===== config.mk =====
export PLATFORM = sky130hd
export DESIGN_NAME = mef_vedacao
export DESIGN_NICKNAME = d
export VERILOG_FILES = /design/src/rtl/mef_vedacao.sv
export SDC_FILE = /design/constraint.sdc
export NUM_CORES = 1
export LEC_CHECK = 0
export CAP_MARGIN = 30
export CORE_MARGIN = 3
export CORE_UTILIZATION = 50
export DETAILED_ROUTE_END_ITERATION = 8
export GPL_TIMING_DRIVEN = 0
export PLACE_DENSITY_LB_ADDON = 0.15
export SLEW_MARGIN = 20
export SYNTH_ARGS = -nofsm -noshare
export SYNTH_HDL_FRONTEND = slang
export SYNTH_SLANG_ARGS = --single-unit

===== constraint.sdc =====
create_clock -name clk -period 3.8 [get_ports clk]
set_input_delay 0.76 -clock clk [delete_from_list [all_inputs] [get_ports clk]]
set_output_delay 0.76 -clock clk [all_outputs]
set_load 0.02 [all_outputs]

===== src/rtl/mef_vedacao.sv =====
// mef_vedacao -- bottle capping (cork sealing) controller.
//
// Holds the capping actuator for SEAL_CYCLES clocks per bottle, tracks the
// cork stock, and handshakes with the main line FSM through pos_ve/ve_done.
// A bottle is sealed once; pos_ve must fall before the next seal can begin.
//
// Ports:
//   clk        system clock, rising edge
//   reset      asynchronous, active-high
//   start      line enable; low aborts any seal and returns to IDLE
//   pos_ve     bottle present at the sealing position (level)
//   add_corks  one-cycle refill pulse, adds REFILL corks (saturating)
//   seal_act   capping actuator drive (registered)
//   ve_done    seal complete, held until pos_ve falls (registered)
//   no_cork    stock-empty alarm (registered, tracks cork_count == 0)
//   cork_count current cork stock
module mef_vedacao #(
  parameter int unsigned SEAL_CYCLES = 3,
  parameter int unsigned CORK_INIT   = 20,
  parameter int unsigned REFILL      = 15,
  parameter int unsigned CORK_MAX    = 99
) (
  input  logic       clk,
  input  logic       reset,
  input  logic       start,
  input  logic       pos_ve,
  input  logic       add_corks,
  output logic       seal_act,
  output logic       ve_done,
  output logic       no_cork,
  output logic [6:0] cork_count
);

  typedef enum logic [1:0] {
    IDLE,
    SEAL,
    DONE,
    WAIT_CORK
  } state_t;

  localparam logic [3:0] TIMER_LAST = 4'(SEAL_CYCLES - 1);
  localparam logic [7:0] REFILL8    = 8'(REFILL);
  localparam logic [6:0] MAX7       = 7'(CORK_MAX);
  localparam logic [6:0] INIT7      = 7'(CORK_INIT);

  state_t     state, state_n;
  logic [3:0] timer, timer_n;
  logic [6:0] count_n;
  logic [7:0] sum;
  logic       dec;

  always_comb begin
    state_n = state;
    timer_n = timer;
    dec     = 1'b0;
    if (!start) begin
      state_n = IDLE;
      timer_n = '0;
    end else begin
      case (state)
        IDLE: begin
          timer_n = '0;
          if (pos_ve) state_n = (cork_count != '0) ? SEAL : WAIT_CORK;
        end
        SEAL: begin
          if (!pos_ve) begin
            state_n = IDLE;
            timer_n = '0;
          end else if (timer == TIMER_LAST) begin
            state_n = DONE;
            timer_n = '0;
            dec     = (cork_count != '0);
          end else begin
            timer_n = timer + 4'd1;
          end
        end
        DONE: begin
          if (!pos_ve) state_n = IDLE;
        end
        WAIT_CORK: begin
          if (!pos_ve) begin
            state_n = IDLE;
          end else if (cork_count != '0) begin
            state_n = SEAL;
            timer_n = '0;
          end
        end
        default: begin
          state_n = IDLE;
          timer_n = '0;
        end
      endcase
    end

    // Decrement and refill are folded into one sum so a refill landing on
    // the completion edge saturates on (count - 1 + REFILL).
    sum     = {1'b0, cork_count} - {7'd0, dec} + (add_corks ? REFILL8 : 8'd0);
    count_n = (sum > {1'b0, MAX7}) ? MAX7 : sum[6:0];
  end

  // Outputs are registered from the next-state values so they stay Moore
  // outputs of the registered state while avoiding a decode stage.
  always_ff @(posedge clk or posedge reset) begin
    if (reset) begin
      state      <= IDLE;
      timer      <= '0;
      cork_count <= INIT7;
      seal_act   <= 1'b0;
      ve_done    <= 1'b0;
      no_cork    <= (CORK_INIT == 0);
    end else begin
      state      <= state_n;
      timer      <= timer_n;
      cork_count <= count_n;
      seal_act   <= (state_n == SEAL);
      ve_done    <= (state_n == DONE);
      no_cork    <= (count_n == '0);
    end
  end

endmodule

After elaboration in Yosys (flattened, before gate mapping)
Cells that the tools add are included.
- add/sub/neg operators: 3
- $lt $le $gt $ge: 1
- equal/unequal tests: 9
- muxes and demuxes: 21
- reduce and logical (&&, ||, !) cells: 4
- operator list (cell ; number):
    two-way mux 4 bit ; 6
    two-way mux 2 bit ; 8
    one-hot mux 4 bit (3 select lines) ; 1
    adder 8 x 4 -> 8 bit ; 1
    greater-than comparator 8 x 7 -> 1 bit (second input constant) ; 1
    one-hot mux 2 bit (4 select lines) ; 1
    subtractor 7 x 1 -> 8 bit ; 1
    zero test 7 bit ; 1
    two-way mux 7 bit ; 1
    nonzero test 7 bit ; 1
    == test 2 bit (second input constant) ; 3
    inequality test 3 bit (second input constant) ; 2
    adder 4 x 1 -> 4 bit (second input constant) ; 1
    == test 2 x 1 -> 1 bit (second input constant) ; 2
    == test 4 x 2 -> 1 bit (second input constant) ; 1
    two-way mux 1 bit ; 4
    inequality test 4 x 1 -> 1 bit (second input constant) ; 1
    AND reduction 3 bit ; 1
    zero test 2 bit ; 1
- register bits: 16
- input bits: 5
- output and inout port bits: 10
- word-level logic and storage cells: 44

Depth between registers and ports, before layout
Gate-level depths: netlist (run 1).
- depth in word-level cells: 10
- gate-level depth with buffers: 13
- depth with buffers taken out: 13

Worst setup path after synthesis (run 1)
No wires, ideal clock.
- path kind: in2reg
- from: in start
- to: reg cork_count[0]
- library setup time: 0.131 ns
- arrival: 3.013 ns
- data required time: 3.669 ns
- path slack: 0.656 ns
- stages: 12
- path through: nand2_1 -> nor3b_1 -> and3_1 -> ha_1 -> inv_1 -> ha_1 -> fa_1 -> a211oi_2 -> nor3_1 -> nor3b_2 -> a211oi_2 -> or3_1
- cells in the longest elaborated chain, start to end: 5
- ends and longest elaborated chain (what ; line ; RTL):
    from (decl) ; 25 ; input logic start,
    two-way mux 1 bit (*) ; 56 ; if (!start) begin
    subtractor 7 x 1 -> 8 bit (*) ; 97 ; sum = {1'b0, cork_count} - {7'd0, dec} + (add_corks ? REFILL8 : 8'd0);
    adder 8 x 4 -> 8 bit (*) ; 97 ;
    greater-than comparator 8 x 7 -> 1 bit ; 98 ; count_n = (sum > {1'b0, MAX7}) ? MAX7 : sum[6:0];
    two-way mux 7 bit (*) ; 98 ;
    named net count_n[0] ; 48 ; logic [6:0] count_n;
    to (signal assigned) ; 114 ; cork_count <= count_n;
    to (decl) ; 31 ; output logic [6:0] cork_count
The timed path passes the listed nets; every way through them passes the cells marked *.
A chain may end at the register's enable or synchronous reset.

Worst setup path in the final report (run 1)
- from: in pos_ve
- to: reg cork_count[1]
- cells in the longest elaborated chain, start to end: 7
- ends and longest elaborated chain (what ; line ; RTL):
    from (decl) ; 26 ; input logic pos_ve,
    two-way mux 1 bit (*) ; 66 ; if (!pos_ve) begin
    two-way mux 1 bit (*) ; 60 ; case (state)
    two-way mux 1 bit (*) ; 56 ;
    subtractor 7 x 1 -> 8 bit (*) ; 97 ;
    adder 8 x 4 -> 8 bit (*) ; 97 ;
    greater-than comparator 8 x 7 -> 1 bit ; 98 ;
    two-way mux 7 bit (*) ; 98 ;
    named net count_n[1] ; 48 ;
Marked as above.

==> results of run 1 <==
==> how the worst min path moves through the flow <==
stage | end | slack (ns) | cells past startpoint
CTS | timer[3] | 0.51 | 1
finish | timer[3] | 0.51 | 1
global route | timer[3] | 0.52 | 1
detailed placement | timer[3] | 0.50 | 1
floorplan | timer[3] | 0.45 | 1
global placement | timer[3] | 0.47 | 1
==> layer usage <==
metal | vias up | global-route usage (%) | part of all wire [%]
li1 | 520 | - | -
met4 | 0 | 3.82 | 0.41
met2 | 45 | 26.2 | 45
met5 | - | 0 | 0
met3 | 2 | 4.64 | 6.4
met1 | 478 | 23.3 | 49
==> cell usage after synthesis <==
| master | count |
|---|---|
| o31ai_1 | 2 |
| nand3_1 | 4 |
| inv_1 | 22 |
| a21oi_1 | 6 |
| a31oi_1 | 1 |
| nand2b_1 | 3 |
| dfrtp_1 | 14 |
| o21ai_1 | 2 |
| a21oi_2 | 1 |
| nor4_2 | 1 |
| and3_1 | 1 |
| fa_1 | 1 |
| nor3b_2 | 1 |
| nand2b_2 | 1 |
| o22ai_1 | 1 |
| or2_2 | 1 |
| o21ai_0 | 9 |
| a31o_2 | 1 |
| xnor2_1 | 2 |
| nor4_1 | 2 |
| o221a_2 | 1 |
| nor3_1 | 5 |
| mux2i_1 | 1 |
| or3b_1 | 2 |
| ha_1 | 14 |
| or3_1 | 3 |
| nor2_1 | 6 |
| o221ai_1 | 1 |
| a211oi_2 | 4 |
| nand3_2 | 1 |
| dfstp_2 | 2 |
| a311oi_2 | 1 |
| buf_6 | 1 |
| nand3b_1 | 1 |
| nand2_1 | 7 |
| nor2b_1 | 2 |
| o21a_1 | 1 |
| or4b_1 | 1 |
| o2111ai_1 | 3 |
| nor3b_1 | 2 |
==> metrics by stage <==
step                      total power [mW]  cells
after floorplan                      0.868    135
after global placement                1.04    177
after detailed placement              1.06    177
after CTS                             1.18    181
after global routing                  1.28    181
final                                 1.18    181
==> layout make-up <==
class,instances,area (um^2)
Multi-Input combinational cell,96,734
Buffer,1,11.3
Clock buffer,4,36.3
Timing Repair Buffer,14,140
Sequential cell,16,403
Fill cell,191,833
Inverter,22,82.6
Tap cell,28,35.0
==> logic make-up (layout without fill, tap and decap cells) <==
family | count (synthesis) | after routing | synth area share [%]
muxes | 1 | 1 | 0.813
AOI/OAI and AO/OA | 34 | 34 | 20.2
DFF | 16 | 16 | 32.7
xor gates and xnor gates | 2 | 2 | 1.42
and+or+nand+nor | 44 | 44 | 21.3
buffers and inverters | 23 | 41 | 7.62
adders and majority gates | 15 | 15 | 15.9
==> sequential cells by signal, summed over array words and instances, names as in the netlist <==
name and cells:
cork_count 7, timer 4, state 2, no_cork 1
seal_act 1, ve_done 1
==> power by group <==
group          switching [mW]  total [mW]  internal, mW
registers              0.0278       0.244         0.217
clock network          0.0520       0.110        0.0584
logic                   0.477       0.824         0.346
total                   0.557        1.18         0.621
==> run_summary.xml, run 1 <==
<?xml version="1.0" encoding="UTF-8"?>
<metrics>
  <group name="place">
    <metric name="preCtsSetupSlack" unit="ns">-0.00198</metric>
    <metric name="gp_congestion" unit="">0.850</metric>
    <metric name="detailed_place_hpwl" unit="mm">1.94</metric>
    <metric name="numPortBuffers" unit="">14</metric>
    <metric name="dpl_cell_area" unit="mm^2">0.00141</metric>
  </group>
  <group name="clock_network">
    <metric name="number_of_buffers_inserted_for_hold_repair_after_clock_tree_synthesis" unit="">0</metric>
    <metric name="clk_latency" unit="ns">0.29</metric>
    <metric name="cts_tree" unit="">built</metric>
    <metric name="htreeDepth" unit="">1</metric>
    <metric name="path_clk_slew" unit="ns">0.09</metric>
    <metric name="cts.path.max_buffers" unit="">2</metric>
    <metric name="cts-root-buf" unit="">clkbuf_4</metric>
    <metric name="tritoncts.num_buffers" unit="">3</metric>
    <metric name="clock-sinks" unit="">16</metric>
    <metric name="cts_setup_buffers" unit="">0</metric>
    <metric name="number_of_gates_resized_after_cts" unit="">0</metric>
  </group>
  <group name="floorplanning">
    <metric name="initial_utilization" unit="%">54.1</metric>
    <metric name="row_count" unit="">17</metric>
    <metric name="core-area" unit="mm^2">0.00228</metric>
    <metric name="fp.dieArea" unit="mm^2">0.00309</metric>
    <metric name="io_pins" unit="">15</metric>
    <metric name="die_x" unit="um">55.6</metric>
    <metric name="die-height" unit="um">55.6</metric>
  </group>
  <group name="logic_synthesis">
    <metric name="synth.ff_latch_count" unit="">16</metric>
    <metric name="post_synth_num_cell_types" unit="">40</metric>
    <metric name="netlist_area" unit="mm^2">0.00123</metric>
    <metric name="synth_area_leaders" unit="">dfrtp_1 28%, ha_1 14%, inv_1 6.7%, dfstp_2 4.3%, a211oi_2 4.1%</metric>
    <metric name="synth_nets" unit="">155</metric>
    <metric name="syn_inst" unit="">135</metric>
    <metric name="yosysSeqAreaShare" unit="%">32.7</metric>
    <metric name="synth_warnings" unit="">0</metric>
    <metric name="syn-mean-instance-area" unit="um^2">9.12</metric>
    <metric name="netlist.top_cell.by_area" unit="">dfrtp_1</metric>
    <metric name="synthDominantCellAreaShare" unit="%">28.5</metric>
  </group>
  <group name="setup_path">
    <metric name="timing.rr.end" unit="">cork_count[1]</metric>
    <metric name="worstSetupEndpoint" unit="">cork_count[1]</metric>
    <metric name="timing.critical_path.arrival" unit="ns">3.67</metric>
    <metric name="r2r_start" unit="">cork_count[0]</metric>
    <metric name="cpPeakStageDelay" unit="ns">0.49</metric>
    <metric name="crit_required" unit="ns">3.97</metric>
    <metric name="path_buf_inv" unit="">2</metric>
    <metric name="worstRegToRegCells" unit="">12</metric>
    <metric name="end_kind" unit="">flop</metric>
    <metric name="timing.critical_path.depth" unit="">13</metric>
    <metric name="path_delay_family" unit="">simple AND/OR/NAND/NOR gates</metric>
    <metric name="worst_setup_path_start_kind" unit="">primary input</metric>
    <metric name="critPathMaxFanout" unit="">6</metric>
    <metric name="setup.worst_path.start" unit="">pos_ve</metric>
    <metric name="critical-path-slowest-cell" unit="">clkdlybuf4s50_1</metric>
    <metric name="cp_cell_sequence" unit="">clkdlybuf4s50_1 &gt; nand2_1 &gt; nor3b_1 &gt; and3_1 &gt; ha_1 &gt; inv_1 &gt; ha_1 &gt; fa_1 &gt; a211oi_2 &gt; nor3_1 &gt; nor3b_2 &gt; a211oi_2 &gt; or3_1</metric>
    <metric name="timing_worst_setup_path_type" unit="">in2reg</metric>
    <metric name="regToRegSetupSlack" unit="ns">0.49</metric>
  </group>
  <group name="sta">
    <metric name="timing.final.crit_period" unit="ns">3.50</metric>
    <metric name="clock.fmax" unit="MHz">286</metric>
    <metric name="final_critical_path_setup_slack" unit="ns">0.302</metric>
    <metric name="clock-skew-final" unit="ns">0.00583</metric>
    <metric name="max_slew_margin" unit="%">61.2</metric>
    <metric name="final_count_of_negative_setup_slack_endpoints" unit="">0</metric>
    <metric name="grt_setup_unrepaired" unit="">false</metric>
    <metric name="fin_crit_sh" unit="%">92.0</metric>
    <metric name="tns" unit="ns">0</metric>
    <metric name="hold_viol_final" unit="">0</metric>
    <metric name="timing_worst_slew_pin_value" unit="ns">0.581</metric>
    <metric name="hold_slack" unit="ns">0.509</metric>
    <metric name="timing.final.max_slew_violations" unit="">0</metric>
  </group>
  <group name="detailed_routing">
    <metric name="detail_route.wirelength" unit="mm">2.43</metric>
    <metric name="initialDrtViolationCount" unit="">43</metric>
    <metric name="drt_first_pass_iters" unit="">4</metric>
    <metric name="drtAntennaViolNets" unit="">0</metric>
    <metric name="drc_errors" unit="">0</metric>
    <metric name="avgViaCountPerCell" unit="">5.77</metric>
    <metric name="avgRoutedWirePerCell" unit="um">13.4</metric>
    <metric name="dr_total_vias" unit="">1045</metric>
  </group>
  <group name="finish">
    <metric name="finalInstanceArea" unit="mm^2">0.00144</metric>
    <metric name="final_net_count" unit="">174</metric>
    <metric name="drive_above_1_share" unit="%">13.1</metric>
    <metric name="layout-area-overhead-vs-synth" unit="%">17.2</metric>
    <metric name="antenna_cells" unit="">0</metric>
    <metric name="post-route-util" unit="%">63.4</metric>
    <metric name="layout.cells.most_common_list" unit="">22 x inv_1, 14 x ha_1, 14 x dfrtp_1, 14 x clkdlybuf4s50_1, 9 x o21ai_0</metric>
    <metric name="layout_commonest_cell" unit="">inv_1</metric>
  </group>
  <group name="power">
    <metric name="cellLeakagePower" unit="nW">0.635</metric>
    <metric name="vdd_ir_drop_max" unit="V">0.000555</metric>
    <metric name="power_density" unit="mW/mm^2">817</metric>
  </group>
  <group name="global_route">
    <metric name="grt_first_pass_wirelength" unit="mm">4.26</metric>
    <metric name="globalRouteTotalUtil" unit="%">16.8</metric>
    <metric name="grt_antenna_before_repair" unit="">0</metric>
    <metric name="first_global_vias" unit="">994</metric>
    <metric name="largest_net_degree_at_the_start_of_global_routing" unit="">17</metric>
    <metric name="gr-total-overflow" unit="">0</metric>
  </group>
  <group name="hold_path">
    <metric name="hold_path.class" unit="">reg2reg</metric>
    <metric name="hold_path_startpoint" unit="">timer[3]</metric>
  </group>
  <group name="run">
    <metric name="max_cap_viol_count" unit="">0</metric>
  </group>
  <group name="status">
    <metric name="outcome" unit="">complete, no violations</metric>
  </group>
</metrics>
Note: power is estimated with default switching activity, not from simulation.
==> run 2: changes to the inputs <==
--- a/config.mk
+++ b/config.mk
@@ -5,13 +5,13 @@
 export SDC_FILE = /design/constraint.sdc
 export NUM_CORES = 1
 export LEC_CHECK = 0
+export ABC_CLOCK_PERIOD_IN_PS = 3800
 export CAP_MARGIN = 30
 export CORE_MARGIN = 3
 export CORE_UTILIZATION = 50
 export DETAILED_ROUTE_END_ITERATION = 8
 export GPL_TIMING_DRIVEN = 0
 export PLACE_DENSITY_LB_ADDON = 0.15
-export SLEW_MARGIN = 20
 export SYNTH_ARGS = -nofsm -noshare
 export SYNTH_HDL_FRONTEND = slang
 export SYNTH_SLANG_ARGS = --single-unit
==> results of run 2 <==
Same layout as run 1: the final DEF is identical, and so are final timing and power.
==> run 3: changes to the inputs <==
--- a/config.mk
+++ b/config.mk
@@ -12,6 +12,7 @@
 export DETAILED_ROUTE_END_ITERATION = 8
 export GPL_TIMING_DRIVEN = 0
 export PLACE_DENSITY_LB_ADDON = 0.15
+export RECOVER_POWER = 100
 export SYNTH_ARGS = -nofsm -noshare
 export SYNTH_HDL_FRONTEND = slang
 export SYNTH_SLANG_ARGS = --single-unit
==> run 3 against run 2 <==
Net effect:
- sequential cell count unchanged
- via count down 0.19%
- count of clock-buffer cells in the layout unchanged
- cell area down 0.78%
- utilization down 0.49 points
- final cell count unchanged
- die area unchanged
- sequential share of layout area up 0.22 points
- first-iteration DRC count up 7.0%
- critical path depth unchanged
- maximum frequency down 0.85%
- sequential power about the same
- largest cell class unchanged
==> run_summary.xml, run 3 (synthesis gave the netlist of run 1 again) <==
<?xml version="1.0" encoding="UTF-8"?>
<metrics>
  <group name="setup_path">
    <metric name="cpPeakStageDelay" unit="ns">0.49</metric>
    <metric name="crit_required" unit="ns">3.99</metric>
    <metric name="timing.critical_path.arrival" unit="ns">3.72</metric>
    <metric name="critical-path-slowest-cell" unit="">clkdlybuf4s50_1</metric>
    <metric name="end_kind" unit="">flop</metric>
    <metric name="critPathMaxFanout" unit="">6</metric>
    <metric name="regToRegSetupSlack" unit="ns">0.48</metric>
    <metric name="cp_common_cell" unit="">ha_1</metric>
    <metric name="worstRegToRegCells" unit="">12</metric>
    <metric name="worst_setup_path_start_kind" unit="">primary input</metric>
    <metric name="timing_worst_setup_path_type" unit="">in2reg</metric>
    <metric name="timing.rr.end" unit="">no_cork</metric>
    <metric name="setup.worst_path.start" unit="">pos_ve</metric>
    <metric name="r2r_start" unit="">cork_count[0]</metric>
    <metric name="cp_cell_sequence" unit="">clkdlybuf4s50_1 &gt; nand2_1 &gt; nor3b_1 &gt; and3_1 &gt; ha_1 &gt; inv_1 &gt; ha_1 &gt; fa_1 &gt; a211oi_2 &gt; nor3_1 &gt; nor3b_2 &gt; o21ai_0 &gt; nor4_2</metric>
  </group>
  <group name="finish">
    <metric name="multi_input_area" unit="um^2">723</metric>
    <metric name="top_reg_by_flops" unit="">cork_count</metric>
    <metric name="layout.cells.most_common_list" unit="">22 x inv_1, 14 x ha_1, 14 x dfrtp_1</metric>
    <metric name="post-route-util" unit="%">62.9</metric>
    <metric name="layout-area-overhead-vs-synth" unit="%">16.3</metric>
    <metric name="final_net_count" unit="">174</metric>
    <metric name="drive_above_1_share" unit="%">11.8</metric>
    <metric name="max_reg_flops" unit="">7</metric>
    <metric name="layout_commonest_cell" unit="">inv_1</metric>
    <metric name="regArea" unit="um^2">403</metric>
    <metric name="fillers" unit="">194</metric>
    <metric name="antenna_cells" unit="">0</metric>
    <metric name="top_regs" unit="">cork_count: 7 flops, timer: 4 flops, state: 2 flops</metric>
  </group>
  <group name="detailed_routing">
    <metric name="drt_first_pass_iters" unit="">4</metric>
    <metric name="initialDrtViolationCount" unit="">46</metric>
    <metric name="drtAntennaViolNets" unit="">0</metric>
    <metric name="drc_errors" unit="">0</metric>
    <metric name="detail_route.wirelength" unit="mm">2.44</metric>
    <metric name="avgViaCountPerCell" unit="">5.76</metric>
    <metric name="dr_total_vias" unit="">1043</metric>
    <metric name="avgRoutedWirePerCell" unit="um">13.5</metric>
  </group>
  <group name="hold_path">
    <metric name="hold_path.class" unit="">reg2reg</metric>
    <metric name="worst_hold_path.num_cells" unit="">1</metric>
    <metric name="timing.hold.worst_endpoint" unit="">timer[3]</metric>
    <metric name="hold_path_startpoint" unit="">timer[3]</metric>
  </group>
  <group name="global_route">
    <metric name="grt_first_pass_wirelength" unit="mm">4.26</metric>
    <metric name="gr-total-overflow" unit="">0</metric>
    <metric name="largest_net_degree_at_the_start_of_global_routing" unit="">17</metric>
    <metric name="globalRouteTotalUtil" unit="%">16.8</metric>
    <metric name="grt_antenna_before_repair" unit="">0</metric>
    <metric name="first_global_vias" unit="">994</metric>
  </group>
  <group name="power">
    <metric name="vdd_ir_drop_max" unit="V">0.000546</metric>
    <metric name="cellLeakagePower" unit="nW">0.644</metric>
    <metric name="power_density" unit="mW/mm^2">808</metric>
    <metric name="p_total" unit="mW">1.16</metric>
  </group>
  <group name="clock_network">
    <metric name="number_of_buffers_inserted_for_hold_repair_after_clock_tree_synthesis" unit="">0</metric>
    <metric name="htreeDepth" unit="">1</metric>
    <metric name="cts_setup_buffers" unit="">0</metric>
    <metric name="cts.path.max_buffers" unit="">2</metric>
    <metric name="path_clk_slew" unit="ns">0.09</metric>
    <metric name="clock-sinks" unit="">16</metric>
    <metric name="number_of_gates_resized_after_cts" unit="">0</metric>
    <metric name="cts-root-buf" unit="">clkbuf_4</metric>
    <metric name="clk_latency" unit="ns">0.29</metric>
    <metric name="tritoncts.num_buffers" unit="">3</metric>
    <metric name="cts_tree" unit="">built</metric>
  </group>
  <group name="floorplanning">
    <metric name="initial_utilization" unit="%">54.1</metric>
    <metric name="fp.dieArea" unit="mm^2">0.00309</metric>
    <metric name="die-height" unit="um">55.6</metric>
    <metric name="core-area" unit="mm^2">0.00228</metric>
    <metric name="io_pins" unit="">15</metric>
    <metric name="row_count" unit="">17</metric>
    <metric name="die_x" unit="um">55.6</metric>
  </group>
  <group name="sta">
    <metric name="clock.fmax" unit="MHz">283</metric>
    <metric name="fin_crit_sh" unit="%">92.8</metric>
    <metric name="timing_worst_slew_pin_value" unit="ns">0.577</metric>
    <metric name="timing.final.max_slew_violations" unit="">0</metric>
    <metric name="clock-skew-final" unit="ns">0.00637</metric>
    <metric name="max_slew_margin" unit="%">61.5</metric>
    <metric name="timing.final.crit_period" unit="ns">3.53</metric>
    <metric name="hold_viol_final" unit="">0</metric>
    <metric name="hold_slack" unit="ns">0.509</metric>
    <metric name="tns" unit="ns">0</metric>
    <metric name="grt_setup_unrepaired" unit="">false</metric>
    <metric name="final_count_of_negative_setup_slack_endpoints" unit="">0</metric>
  </group>
  <group name="place">
    <metric name="detailed_place_hpwl" unit="mm">1.94</metric>
    <metric name="numPortBuffers" unit="">14</metric>
    <metric name="gp_congestion" unit="">0.850</metric>
  </group>
  <group name="status">
    <metric name="outcome" unit="">complete, no violations</metric>
  </group>
  <group name="run">
    <metric name="max_cap_viol_count" unit="">0</metric>
  </group>
</metrics>
[run 3: worst max-delay path by stage]
stage                          to  slack [ns]  cells after the start
finish                    no_cork        0.27                     13
global placement    cork_count[1]        0.05                     13
detailed placement  cork_count[1]      -0.002                     13
global route              no_cork        0.09                     13
CTS                 cork_count[4]        0.30                     13
floorplan           cork_count[0]        0.66                     12
[run 3: power breakdown]
part	internal, mW	leakage, nW	switching [mW]
Clock	0.0584	0.0210	0.0518
Combinational	0.333	0.424	0.470
Sequential	0.217	0.198	0.0265
Total	0.607	0.644	0.549
[run 3: critical path: cells and delay by family]
kind	cells	cell delay, ns
AND/OR/NAND/NOR	6	1.10
adder cells (fa/ha/maj)	3	0.81
buffers and inverters	2	0.52
AO/OA/AOI/OAI	2	0.50
[run 3: layout make-up]
cell class              count  share of cell area, %
plain buffers               1                  0.787
well taps                  28                   2.45
repair buffers             14                   9.79
inverters                  22                   5.77
flip-flops and latches     16                   28.1
multi-input cells          96                   50.5
clock buffers               4                   2.53
[run 3: routing by layer]
layer	part of all wire (%)	vias up	GRT usage (%)
met5	0	-	0
met4	0.41	0	3.82
met3	6.0	2	4.64
met2	45	40	26.2
met1	48	477	23.3
li1	-	524	-
[run 3: through the flow]
stage | instances | setup slack [ns] | cell area, um^2
after global routing | 181 | 0.0885 | 1430
after CTS | 181 | 0.299 | 1440
after floorplan | 135 | 0.656 | 1230
after detailed placement | 177 | -0.00198 | 1410
final | 181 | 0.272 | 1430
after global placement | 177 | 0.0515 | 1410
